[src/rtl/div_hilo_ctrl.sv]
// Execute-stage divide controller: issues DIV/DIVU to a multi-cycle divider, stalls the
// pipeline until its result is ready, handles annul on flush, and owns the HI/LO registers.
module div_hilo_ctrl #(
  parameter int unsigned WIDTH = 32
) (
  input  logic               clk,
  input  logic               rst,
  input  logic               op_div_i,
  input  logic               op_divu_i,
  input  logic               op_mthi_i,
  input  logic               op_mtlo_i,
  input  logic [WIDTH-1:0]   reg1_i,
  input  logic [WIDTH-1:0]   reg2_i,
  input  logic               hold_i,
  input  logic               flush_i,
  output logic               div_start_o,
  output logic               div_annul_o,
  output logic               div_signed_o,
  output logic [WIDTH-1:0]   div_opdata1_o,
  output logic [WIDTH-1:0]   div_opdata2_o,
  input  logic [2*WIDTH-1:0] div_result_i,
  input  logic               div_ready_i,
  output logic               stallreq_o,
  output logic [WIDTH-1:0]   hi_o,
  output logic [WIDTH-1:0]   lo_o
);

  typedef enum logic [1:0] {StIdle, StBusy, StDone} state_e;

  state_e           state_q, state_d;
  logic [WIDTH-1:0] hi_q, hi_d, lo_q, lo_d;
  logic [WIDTH-1:0] op1_q, op1_d, op2_q, op2_d;
  logic             signed_q, signed_d;
  logic             is_div;

  assign is_div = op_div_i | op_divu_i;

  always_comb begin
    state_d       = state_q;
    hi_d          = hi_q;
    lo_d          = lo_q;
    op1_d         = op1_q;
    op2_d         = op2_q;
    signed_d      = signed_q;
    div_start_o   = 1'b0;
    div_annul_o   = 1'b0;
    stallreq_o    = 1'b0;
    div_signed_o  = signed_q;
    div_opdata1_o = op1_q;
    div_opdata2_o = op2_q;

    unique case (state_q)
      StIdle: begin
        if (is_div && !flush_i) begin
          // Issue cycle: divider sees operands straight from EX, latched for later cycles.
          div_start_o   = 1'b1;
          stallreq_o    = 1'b1;
          div_signed_o  = op_div_i;
          div_opdata1_o = reg1_i;
          div_opdata2_o = reg2_i;
          op1_d         = reg1_i;
          op2_d         = reg2_i;
          signed_d      = op_div_i;
          state_d       = StBusy;
        end else if (!flush_i && !hold_i) begin
          if (op_mthi_i) hi_d = reg1_i;
          if (op_mtlo_i) lo_d = reg1_i;
        end
      end
      StBusy: begin
        if (flush_i) begin
          div_annul_o = 1'b1;
          state_d     = StIdle;
        end else if (div_ready_i) begin
          hi_d    = div_result_i[2*WIDTH-1:WIDTH];
          lo_d    = div_result_i[WIDTH-1:0];
          state_d = hold_i ? StDone : StIdle;
        end else begin
          div_start_o = 1'b1;
          stallreq_o  = 1'b1;
        end
      end
      StDone: begin
        // Finished DIV still sits in EX; wait for it to move on without re-issuing.
        if (!hold_i || flush_i) state_d = StIdle;
      end
      default: state_d = StIdle;
    endcase
  end

  always_ff @(posedge clk) begin
    if (rst) begin
      state_q  <= StIdle;
      hi_q     <= '0;
      lo_q     <= '0;
      op1_q    <= '0;
      op2_q    <= '0;
      signed_q <= 1'b0;
    end else begin
      state_q  <= state_d;
      hi_q     <= hi_d;
      lo_q     <= lo_d;
      op1_q    <= op1_d;
      op2_q    <= op2_d;
      signed_q <= signed_d;
    end
  end

  assign hi_o = hi_q;
  assign lo_o = lo_q;

endmodule

[config.mk]
export PLATFORM = sky130hd
export DESIGN_NAME = div_hilo_ctrl
export DESIGN_NICKNAME = d
export VERILOG_FILES = /design/src/rtl/div_hilo_ctrl.sv
export SDC_FILE = /design/constraint.sdc
export NUM_CORES = 1
export LEC_CHECK = 0
export ABC_CLOCK_PERIOD_IN_PS = 2230
export CAP_MARGIN = 20
export CELL_PAD_IN_SITES_DETAIL_PLACEMENT = 1
export CELL_PAD_IN_SITES_GLOBAL_PLACEMENT = 2
export CORE_MARGIN = 3
export CORE_UTILIZATION = 24
export DETAILED_ROUTE_END_ITERATION = 8
export PLACE_DENSITY_LB_ADDON = 0.1
export SLEW_MARGIN = 15
export SYNTH_ARGS = -nofsm -noshare
export SYNTH_HDL_FRONTEND = slang
export SYNTH_SLANG_ARGS = --single-unit
[constraint.sdc]
create_clock -name clk -period 2.23 [get_ports clk]
set_input_delay 0.446 -clock clk [delete_from_list [all_inputs] [get_ports clk]]
set_output_delay 0.446 -clock clk [all_outputs]
set_load 0.02 [all_outputs]
* Word-level counts from Yosys, hierarchy flattened
Index checks and enable logic that the tools add are counted.
** Word-level totals
- Bits in registers :: 131
- Input bits :: 137
- Output and inout bits :: 132
- Logic and storage cells :: 58
** Operators by class
- Equality and inequality tests :: 11
- Muxes and demuxes :: 30
- Bitwise logic cells :: 1
- Reductions and logical operators :: 10
** Operator list (number)
- 32-bit two-way mux :: 14
- 32-bit case mux with 2 select lines :: 2
- 2-bit inequality test, second input constant :: 8
- 6-bit AND reduction :: 2
- 2-bit two-way mux :: 5
- 1-bit two-way mux :: 7
- 2-bit case mux with 3 select lines :: 1
- 3-bit inequality test, second input constant :: 1
- 3-bit AND reduction :: 1
- 2-bit by 1-bit equality test with 1-bit output, second input constant :: 1
- 2-bit equality test, second input constant :: 1
- 1-bit logical AND :: 2
- 1-bit logical NOT :: 2
- 2-bit logical NOT :: 1
- 1-bit case mux with 2 select lines :: 1
- 2-bit nonzero test :: 1
- 1-bit logical OR :: 1
- 1-bit OR :: 1

* Longest topological paths before layout
- Depth in word-level cells :: 5
- Depth in mapped cells :: 7
- Depth with buffers taken out :: 4

* Worst setup path before layout
Ideal clock, no wire load.
- Path type :: reg-to-output
- Start :: reg state_q[0]
- End :: out div_opdata1_o[0]
- Arrival :: 1457 ps
- Data required time :: 1784 ps
- Setup slack :: 327 ps
- Cell stages (with the launch flop) :: 6
- Buffers on the path :: 3
- Path through :: dfxtp_1 > buf_4 > nor4_4 > buf_4 > buf_6 > mux2_1
** On the way
- Cells in the longest elaborated chain, start to end :: 2
** RTL lines
- start: declaration :: RTL line 30 : state_e state_q, state_d;
- start signal: assignment :: RTL line 93 : state_q <= StIdle;
- start signal: assignment :: RTL line 100 : state_q <= state_d;
- 2-bit logical NOT :: RTL line 52 : unique case (state_q)
- 32-bit two-way mux :: RTL line 52
- end: declaration :: RTL line 19 : output logic [WIDTH-1:0] div_opdata1_o,
No other way between the ends.

* Worst setup path after layout
- Start :: reg state_q[0]
- End :: out div_opdata2_o[12]
** On the way
- Cells in the longest elaborated chain, start to end :: 2
** RTL lines
- 2-bit logical NOT :: RTL line 52
- 32-bit two-way mux :: RTL line 52
- end: declaration :: RTL line 20 : output logic [WIDTH-1:0] div_opdata2_o,
No other way between the ends.

==> impl_metrics.tcl <==
set metrics [dict create \
    run_status "finished, violations left" \
    violations "negative setup slack" \
    hp-class "input port to register" \
    gp_congestion 0.761 \
    initial_core_util_pct 24.8 \
    crit_path_top_delay_cell "dfxtp_4" \
    placedInstanceArea_um2 9080 \
    grt_antenna_before_repair 2 \
    synth_seq_cells 131 \
    clock_latency_ns 0.42 \
    die_height_um 163 \
    dieArea_um2 26500 \
    post_drt_via_cell_ratio 4.54 \
    use_met1_pct 19.8 \
    grt_overflow_total 0 \
    cts_hold_buf 0 \
    worstPathArrival_ns 2.01 \
    drtAntennaViolNets 0 \
    cp-start-kind "register" \
    end_kind "primary output" \
    layout.cells.non_filler 1180 \
    post-place-ws_ns -0.749 \
    cts_buffers 17 \
    final_area_um2 10300 \
    finalCritPeriodShare_pct 110 \
    grt_max_degree 97 \
    peakVddDrop_v 0.000436 \
    crit_fanout 6 \
    path_buf_inv 4 \
    core_um2 23800 \
    fmax_mhz 407 \
    maxSlewHeadroom_pct 72.7 \
    rsz0062_at_grt "true" \
    ys_top_cells_by_count "dfxtp_1 (131), a21oi_1 (128), nor2b_1 (98)" \
    fin_ws_ns -0.229 \
    placedCellCount 1126 \
    syn-cell-area_um2 5900 \
    grt_use_met2_pct 27.9 \
    cp.required_ns 1.78 \
    dp_hpwl_um 16000 \
    synth.area.top_cells "dfxtp_1 (44%), a211oi_2 (13%), a21oi_1 (11%)" \
    fin_skew_ns 0.00910 \
    fin_util_pct 43.2 \
    crit_chain "nor4_4 -> buf_6 -> buf_4 -> clkbuf_16 -> mux2_4 -> buf_4" \
    syn_nets 695 \
    vias 5363 \
    synth_seq_area_share_pct 44.5 \
    min_period_ns 2.46 \
    num_rows 56 \
    cts_tree "built" \
    finalMaxSlewViolations 0 \
    yosys_warnings 0 \
    critPathTopFamily "buffers and inverters" \
    power.leakage_nw 3.99 \
    wl_per_cell_um 19.8 \
    chipWidth_um 163 \
    synth-async-reset-ratio_pct 0 \
    drt_iter0_drc 161 \
    grt.total_usage_pct 16.7 \
    clkTransAtPathRegs_ns 0.06 \
    drc 0 \
    synth_top_area_share_pct 44.5 \
    cap_violations 0 \
    cts.path.max_buffers 2 \
    path_class "register to primary output" \
    drt_wl_total_um 23400 \
    area_growth_pct 74.5 \
    setup_viol 65 \
    ctsRootBufferMaster "clkbuf_16" \
    ys.flop_type "dfxtp_1" \
    cts_sinks 131 \
    fillers 2572 \
    detail_route.first_pass.iterations 4 \
    max_slew.worst_pin.slew_ns 0.410 \
    hold_violations 0 \
    drive_gt1_share_pct 33.3 \
    port_buffers 268 \
    crit_top_cell "buf_4" \
    grt.busiest_layer "met2" \
    synthDistinctLibCells 23 \
    ios 269 \
    grt_pass1_wl_um 34200 \
    powerDensity_nw_per_um2 770 \
    avgSynthCellArea_um2 10.6 \
    htreeDepth 4 \
    grt_pass1_vias 5750 \
    critPathMaxStageDelay_ns 0.35 \
    synth-edff-count 0 \
    use_met3_pct 6.79 \
    yosysMostFrequentCell "dfxtp_1" \
    fin_nets 984 \
    r2r_slack_ns 0.42 \
    yosysTopAreaCell "dfxtp_1" \
    syn_inst 558 \
]
-- power breakdown --
part / switching [mW] / total, mW / internal (mW)
Sequential: 0.0729 / 2.58 / 2.51
Combinational: 0.983 / 2.08 / 1.10
Clock: 1.10 / 3.26 / 2.16
Total: 2.15 / 7.92 / 5.77
-- final timing paths --
kind,startpoint,cells after the start,endpoint
worst max-delay path,state_q[0],6,div_opdata2_o[12]
worst min-delay path,rst,2,op1_q[17]
worst max register to register,state_q[0],7,op1_q[5]
worst min register to register,lo_o[21],2,lo_o[21]
-- cell type report --
| type | count | area [µm²] | area share, % |
|---|---|---|---|
| multi-input combinational | 373 | 3150 | 30.7 |
| sequential | 131 | 2630 | 25.5 |
| tap | 319 | 399 | 3.88 |
| clock inverter | 12 | 228 | 2.21 |
| antenna | 1 | 2.50 | 0.0243 |
| clock buffer | 20 | 457 | 4.44 |
| timing repair buffer | 324 | 3420 | 33.2 |
-- logic make-up (layout without fill, tap and decap cells) --
logic type,Yosys count,in the layout,share of synthesized area [%]
AO/OA/AOI/OAI,197,197,24.8
buffers and inverters,54,356,5.13
flip-flops,131,131,44.5
multiplexers,66,66,13.9
other,0,1,0
AND/OR/NAND/NOR,110,110,11.7
-- layout by cell type (no fill, tap or decap), drive strengths merged --
cell / Yosys / layout
nor2: 5 / 5
nand2: 1 / 1
clkdlybuf4s50: 0 / 196
clkbuf: 28 / 23
clkinvlp: 0 / 1
a21o: 2 / 2
o311a: 1 / 1
nor2b: 98 / 98
nor4: 1 / 1
mux2: 65 / 65
dfxtp: 131 / 131
and2b: 1 / 1
and3: 1 / 1
dlygate4sd2: 0 / 6
mux2i: 1 / 1
o21bai: 1 / 1
a211oi: 64 / 64
bufinv: 0 / 6
buf: 26 / 119
clkinv: 0 / 5
diode: 0 / 1
a32o: 1 / 1
and2: 3 / 3
a21oi: 128 / 128
-- state kept, by name, summed over array words and instances, names as in the netlist --
register and flops:
signed_q 1, hi_o 32, op2_q 32, state_q 2
op1_q 32, lo_o 32
-- layer usage --
layer | part of all wire, % | wire length (µm)
met3 | 8.8 | 2050
met5 | 0.098 | 23
met1 | 42 | 9810
met4 | 1.4 | 326
met2 | 48 | 11200
-- metrics by stage --
stage | TNS [ns] | power (mW) | hold WS [ns]
2_1_floorplan | 0 | 3.60 | 0.587
3_3_place_gp | -51.36 | 4.48 | 0.512
3_5_place_dp | -53.70 | 4.52 | 0.518
4_1_cts | -15.22 | 7.87 | 0.361
5_1_grt | -16.88 | 8.30 | 0.372
6_report | -12.09 | 7.92 | 0.379
-- repair_timing --
item | CTS | global route
pin swaps | 1 | 1
endpoints found under the hold margin | 0 | 0
resized for setup | 332 | 117
setup buffers | 6 | 11
cloned | 3 | 4
setup endpoints to repair | 68 | 65
No activity file was read; power rests on OpenSTA's default activity.
